[config.mk]
export PLATFORM = sky130hd
export DESIGN_NAME = inst_fetch_stage
export DESIGN_NICKNAME = d
export VERILOG_FILES = /design/src/rtl/inst_fetch_stage.sv
export SDC_FILE = /design/constraint.sdc
export NUM_CORES = 1
export LEC_CHECK = 0
export ABC_AREA = 0
export ABC_CLOCK_PERIOD_IN_PS = 4100
export BUFFER_PORTS_ARGS = -buffer_cell sky130_fd_sc_hd__buf_2
export CAP_MARGIN = 20
export CORE_MARGIN = 10
export CORE_UTILIZATION = 25
export CTS_BUF_LIST = sky130_fd_sc_hd__clkbuf_2 sky130_fd_sc_hd__clkbuf_4 sky130_fd_sc_hd__clkbuf_8
export DETAILED_ROUTE_END_ITERATION = 8
export SKIP_LAST_GASP = 1
export SLEW_MARGIN = 20
export SYNTH_ARGS = -nofsm -noshare
export SYNTH_HDL_FRONTEND = slang
export SYNTH_SLANG_ARGS = --single-unit
[constraint.sdc]
create_clock -name clk -period 4.1 [get_ports clk]
set_clock_uncertainty 0.15 [all_clocks]
set_input_delay 0.615 -clock clk [delete_from_list [all_inputs] [get_ports clk]]
set_output_delay 0.615 -clock clk [all_outputs]
set_load 0.005 [all_outputs]
[src/rtl/inst_fetch_stage.sv]
// Instruction fetch stage: drives the PC counter enable, reads instruction memory at the
// current PC and buffers (pc, inst) pairs in a 2-entry FIFO toward decode.
module inst_fetch_stage #(
    parameter int INST_ADDR_WIDTH = 9,
    parameter int INST_WIDTH      = 32,
    parameter int STOP_AT_END     = 1
) (
    input  logic                       clk,
    input  logic                       reset,
    input  logic                       run_i,
    input  logic [INST_ADDR_WIDTH-1:0] pc_in_i,
    output logic                       pc_en_o,
    output logic [INST_ADDR_WIDTH-1:0] imem_addr_o,
    output logic                       imem_rd_en_o,
    input  logic [INST_WIDTH-1:0]      imem_rdata_i,
    output logic                       out_valid_o,
    input  logic                       out_ready_i,
    output logic [INST_ADDR_WIDTH-1:0] out_pc_o,
    output logic [INST_WIDTH-1:0]      out_inst_o,
    output logic                       done_o
);
    localparam int W  = INST_ADDR_WIDTH;
    localparam int IW = INST_WIDTH;

    typedef struct packed {
        logic [W-1:0]  pc;
        logic [IW-1:0] inst;
    } entry_t;

    entry_t       ent0_q, ent1_q, ent0_d, ent1_d, new_ent;
    logic [1:0]   occ_q, occ_d;
    logic         infl_q;
    logic [W-1:0] pc_q;
    logic         done_q, done_d;
    logic         pop, push, issue;
    logic [2:0]   pending;

    assign out_valid_o = (occ_q != 2'd0);
    assign pop         = out_valid_o & out_ready_i;
    assign push        = infl_q;
    assign new_ent     = {pc_q, imem_rdata_i};

    // Slots committed after this edge; a same-cycle pop frees one for back-to-back issue.
    assign pending = {1'b0, occ_q} + {2'b00, infl_q} - {2'b00, pop};
    assign issue   = run_i & ~done_q & ~reset & (pending <= 3'd1);

    assign pc_en_o      = issue;
    assign imem_rd_en_o = issue;
    assign imem_addr_o  = pc_in_i;
    assign out_pc_o     = ent0_q.pc;
    assign out_inst_o   = ent0_q.inst;
    assign done_o       = done_q;

    assign done_d = done_q | ((STOP_AT_END != 0) & issue & (&pc_in_i));

    always_comb begin
        ent0_d = ent0_q;
        ent1_d = ent1_q;
        occ_d  = occ_q;
        case ({push, pop})
            2'b10: begin
                if (occ_q == 2'd0) ent0_d = new_ent;
                else               ent1_d = new_ent;
                occ_d = occ_q + 2'd1;
            end
            2'b01: begin
                ent0_d = ent1_q;
                occ_d  = occ_q - 2'd1;
            end
            2'b11: begin
                if (occ_q == 2'd1) begin
                    ent0_d = new_ent;
                end else begin
                    ent0_d = ent1_q;
                    ent1_d = new_ent;
                end
            end
            default: ;
        endcase
    end

    always_ff @(posedge clk) begin
        if (reset) begin
            ent0_q <= '0;
            ent1_q <= '0;
            occ_q  <= 2'd0;
            infl_q <= 1'b0;
            pc_q   <= '0;
            done_q <= 1'b0;
        end else begin
            ent0_q <= ent0_d;
            ent1_q <= ent1_d;
            occ_q  <= occ_d;
            infl_q <= issue;
            if (issue) pc_q <= pc_in_i;
            done_q <= done_d;
        end
    end
endmodule
# --- Word-level counts from Yosys, hierarchy flattened ---
# Index checks and enable logic that the tools add are counted.
word_totals:
  word_cells: 43
  output_inout_bits: 54
  reg_bits: 95
classes:
  n_eq_ne: 7
  order_cmp: 1
  reduce_logical: 8
  muxes: 7
  bitwise_logic: 8
  n_addsub: 4
ops:
  columns: ["op", "n"]
  rows:
  - ["41-bit two-way mux", 4]
  - ["41-bit case mux with 3 select lines", 1]
  - ["41-bit case mux with 2 select lines", 1]
  - ["9-bit AND reduction", 1]
  - ["2-bit inequality test, second input constant", 3]
  - ["2-bit nonzero test", 3]
  - ["1-bit AND", 5]
  - ["2-bit by 1-bit == test with 1-bit output, second input constant", 2]
  - ["2-bit == test, second input constant", 2]
  - ["2-bit case mux with 2 select lines", 1]
  - ["2-bit by 1-bit adder with 3-bit output", 1]
  - ["3-bit by 1-bit <= comparator with 1-bit output, second input constant", 1]
  - ["3-bit AND reduction", 1]
  - ["3-bit nonzero test", 1]
  - ["3-bit by 1-bit subtractor with 3-bit output", 1]
  - ["2-bit by 1-bit adder with 2-bit output, second input constant", 1]
  - ["2-bit logical NOT", 1]
  - ["1-bit inverter", 2]
  - ["2-bit AND reduction", 1]
  - ["2-bit by 1-bit subtractor with 2-bit output, second input constant", 1]
  - ["1-bit bitwise OR", 1]

# --- Logic depth before layout (Yosys ltp) ---
logic_depth:
  word_depth: 7
  mapped_depth: 12
  depth_no_buf: 11

# --- Worst setup path before layout ---
# OpenSTA, ideal clock, no wires.
synth_path:
  path_kind: "reg2out"
  from: "register occ_q[1]"
  to: "output port pc_en_o"
  t_arrival_ns: 2.341
  n_path_buf: 1
  t_required_ns: 3.335
  stages_incl_launch_ff: 12
  path_slack_ns: 0.994
  path_cell_list: "dfxtp_1 -> inv_1 -> ha_1 -> nor2b_1 -> ha_1 -> inv_1 -> ha_1 -> inv_1 -> fa_1 -> nand4bb_1 -> nor2_1 -> buf_4"
synth_via:
  elab_chain_cells: 5
  word_cells_on_any_way: 6
  cone_classes: "2 x add/sub; 1 x order compare; 2 x bitwise; 1 x reduce/logical"
synth_rtl:
  columns: ["item", "line", "rtl"]
  rows:
  - ["start, declared", "31", "logic [1:0] occ_q, occ_d;"]
  - ["start signal, assigned", "86", "occ_q <= 2'd0;"]
  - ["start signal, assigned", "93", "occ_q <= occ_d;"]
  - ["parallel branches: the longest is 2 deep, another holds 2-bit by 1-bit adder with 3-bit output", null, null]
  - ["3-bit by 1-bit subtractor with 3-bit output *", "44", "assign pending = {1'b0, occ_q} + {2'b00, infl_q} - {2'b00, pop};"]
  - ["3-bit by 1-bit <= comparator with 1-bit output *", "45", "assign issue = run_i & ~done_q & ~reset & (pending <= 3'd1);"]
  - ["1-bit AND *", "45", null]
  - ["end, declared", "12", "output logic pc_en_o,"]
# Every way passes the cells marked *.

# --- Final worst setup path ---
# Ends and elaborated chain as after synthesis.

==> flow_summary.ini <==
[run_status]
status = complete, no violations

[die]
dieHeight_um = 149
start_util_pct = 25.3
die_width_um = 149
rows = 47
ioPinCount = 99
die-area_sq_um = 22200
core_area_sq_um = 16500

[critical_path]
required_ns = 3.34
rr_startpoint = occ_q[1]
cp.arrival_ns = 3.06
cp_slowest_stage_delay_ns = 0.49
endpoint = pc_en_o
r2r_slack_ns = 0.93
r2r_cells = 11
crit_chain = inv_1, ha_1, nor2b_1, ha_2, inv_1, ha_1, inv_1, fa_1, nand4bb_1, buf_4, nor2_1, buf_2
path_class = flip-flop to output pin
cp_max_fo = 11
crit_path_frequent_cell = inv_1
crit_path_start_kind = flip-flop
critPathLaunch = occ_q[1]
crit_family = adder cells
crit_path_end_kind = output pin
critical_path_depth = 12
critPathSlowestCell = fa_1
r2r_end = pc_q[0]
path_buf_inv = 5

[global_route]
grt_pass1_wl_um = 20500
grt_pass1_vias = 3848
antenna_found_initial = 0
grt_max_degree = 60
grt_use_total_pct = 11.4
globalRoute.totalOverflow = 0

[synth]
synth-seq-area-share_pct = 45.7
yosys_warnings = 0
syn_area_sq_um = 4160
ys_seq_elements = 95
synthCells = 515
async_flop_share_pct = 0
ys.flop_type = dfxtp_1
syn_area_per_cell_sq_um = 8.08
netlist-cell-type-count = 32
syn_nets = 567
synth_edf_count = 0

[timing]
hold_violations = 0
max-slew-margin-rel_pct = 34.5
clock.fmax_mhz = 261
whs_ns = 0.327
worst_pin_slew_ns = 0.980
slew_violations = 0
setup_violations = 0
period_needed_ns = 3.83
finalSetupTns_ns = 0
rsz0062_at_grt = false
finalCritPeriodShare_pct = 93.3

[final_layout]
syn_to_final_growth_pct = 16.7
mostFrequentLayoutCell = buf_2
multi_input_comb_area_sq_um = 1920
drive_gt1_share_pct = 23.2
fillCellCount = 1836
diodes = 0
seq_area_sq_um = 1900
mostFrequentLayoutCells = buf_2, dfxtp_1, nand3_1, o21ai_1, o21ai_0
fin_nets = 620

[drt]
via_count = 3894
drt_iter0_markers = 242
drt_wl_total_um = 12700
drc = 0
viasPerCell = 4.91
drtPass1Iterations = 4
antenna_left = 0
avgRoutedWirePerCell_um = 16.1

[cts]
cts_tree = done
clk_latency_ns = 0.38
htreeDepth = 3
clockBufferDepth = 2
post_cts.repair.setup_buffers = 0
root_buffer = clkbuf_8
cts.sinks = 95
path_clk_slew_ns = 0.09
cts_made_buffers = 9
cts.repair.resized = 0
ctsHoldBuffers = 0

[placed_design]
gp_congestion = 0.760
hpwl_um = 7910
port-buffer-count = 98

[job]
drv_cap = 0

[power_and_ir_drop]
ir_drop_v = 0.000294
power_leakage_nw = 1.85
powerDensity_nw_per_um2 = 680

[min_path]
hp-class = flip-flop to flip-flop
==> per-layer routing <==
layer / GRT usage [%] / up-vias / wire [um]
li1: - / 1981 / -
met1: 14.4 / 1799 / 5870
met2: 17.5 / 101 / 5780
met3: 3.79 / 13 / 907
met4: 4.22 / 0 / 186
met5: 0 / - / 0
==> worst min-delay path by stage <==
stage	startpoint	endpoint	slack [ns]	cells past startpoint
6_report	ent1_q[18]	ent1_q[18]	0.33	2
5_1_grt	imem_rdata_i[5]	ent1_q[5]	0.33	3
4_1_cts	imem_rdata_i[0]	ent1_q[0]	0.31	3
3_5_place_dp	ent1_q[17]	ent1_q[17]	0.31	2
3_3_place_gp	ent1_q[15]	ent1_q[15]	0.31	2
2_1_floorplan	ent1_q[11]	ent1_q[11]	0.30	2
==> power breakdown <==
group	leakage [nW]	switching (mW)	total, mW	internal (mW)
clock network	0.0904	0.329	0.567	0.238
logic	0.985	0.882	1.37	0.488
registers	0.776	0.151	1.37	1.22
total	1.85	1.36	3.30	1.94
==> through the flow <==
| stage | util (%) | total power [mW] | setup WS [ns] | cell area (sq um) | cells |
|---|---|---|---|---|---|
| floorplan | - | 2.30 | 0.994 | 4160 | 515 |
| global placement | 28.5 | 2.75 | 0.717 | 4690 | 777 |
| detailed placement | 28.5 | 2.76 | 0.678 | 4690 | 777 |
| CTS | 29.5 | 3.34 | 0.228 | 4860 | 793 |
| global route | 29.5 | 3.58 | 0.0304 | 4860 | 793 |
| finish | 29.5 | 3.30 | 0.275 | 4860 | 793 |
==> Yosys cell counts, types with 5 or more instances <==
master | number | area (sq um)
a311oi_1 | 5 | 43.8
a21oi_1 | 50 | 250
o21ai_0 | 58 | 290
ha_1 | 6 | 75.1
nor2_1 | 10 | 37.5
a31oi_1 | 36 | 225
inv_1 | 7 | 26.3
buf_4 | 12 | 90.1
clkbuf_1 | 28 | 105
buf_2 | 21 | 105
nand3_1 | 92 | 460
dfxtp_1 | 95 | 1900
o21ai_1 | 69 | 345
==> cells by family after synthesis <==
family | after synthesis | synth area share (%)
AO/OA/AOI/OAI | 222 | 28.5
AND/OR/NAND/NOR | 112 | 13.6
flip-flops | 95 | 45.7
buffers and inverters | 74 | 8.75
adder cells (fa/ha/maj) | 7 | 2.28
XOR/XNOR | 4 | 0.842
multiplexers | 1 | 0.271
==> worst register-to-register path: stages, from the launching register on <==
cell and delay [ns]:
dfxtp_1 0.44, inv_1 0.11, ha_1 0.27, nor2b_1 0.24, ha_2 0.35, inv_1 0.06
ha_1 0.13, inv_1 0.04, fa_1 0.40, xnor2_1 0.61, nand3_1 0.16, a21oi_1 0.15
==> flip-flops by register name (all words and copies together), names as in the netlist <==
signal and count:
ent1_q 41, out_inst_o 32, out_pc_o 9, pc_q 9
occ_q 2, done_o 1, infl_q 1
==> layout make-up <==
class / instances / area share, %
Inverter: 8 / 0.618
Tap cell: 220 / 5.67
Clock buffer: 12 / 3.01
Sequential cell: 95 / 39.1
Multi-Input combinational cell: 346 / 39.5
Timing Repair Buffer: 108 / 11.6
Clock inverter: 4 / 0.464
(Power assumes the default switching activity.)
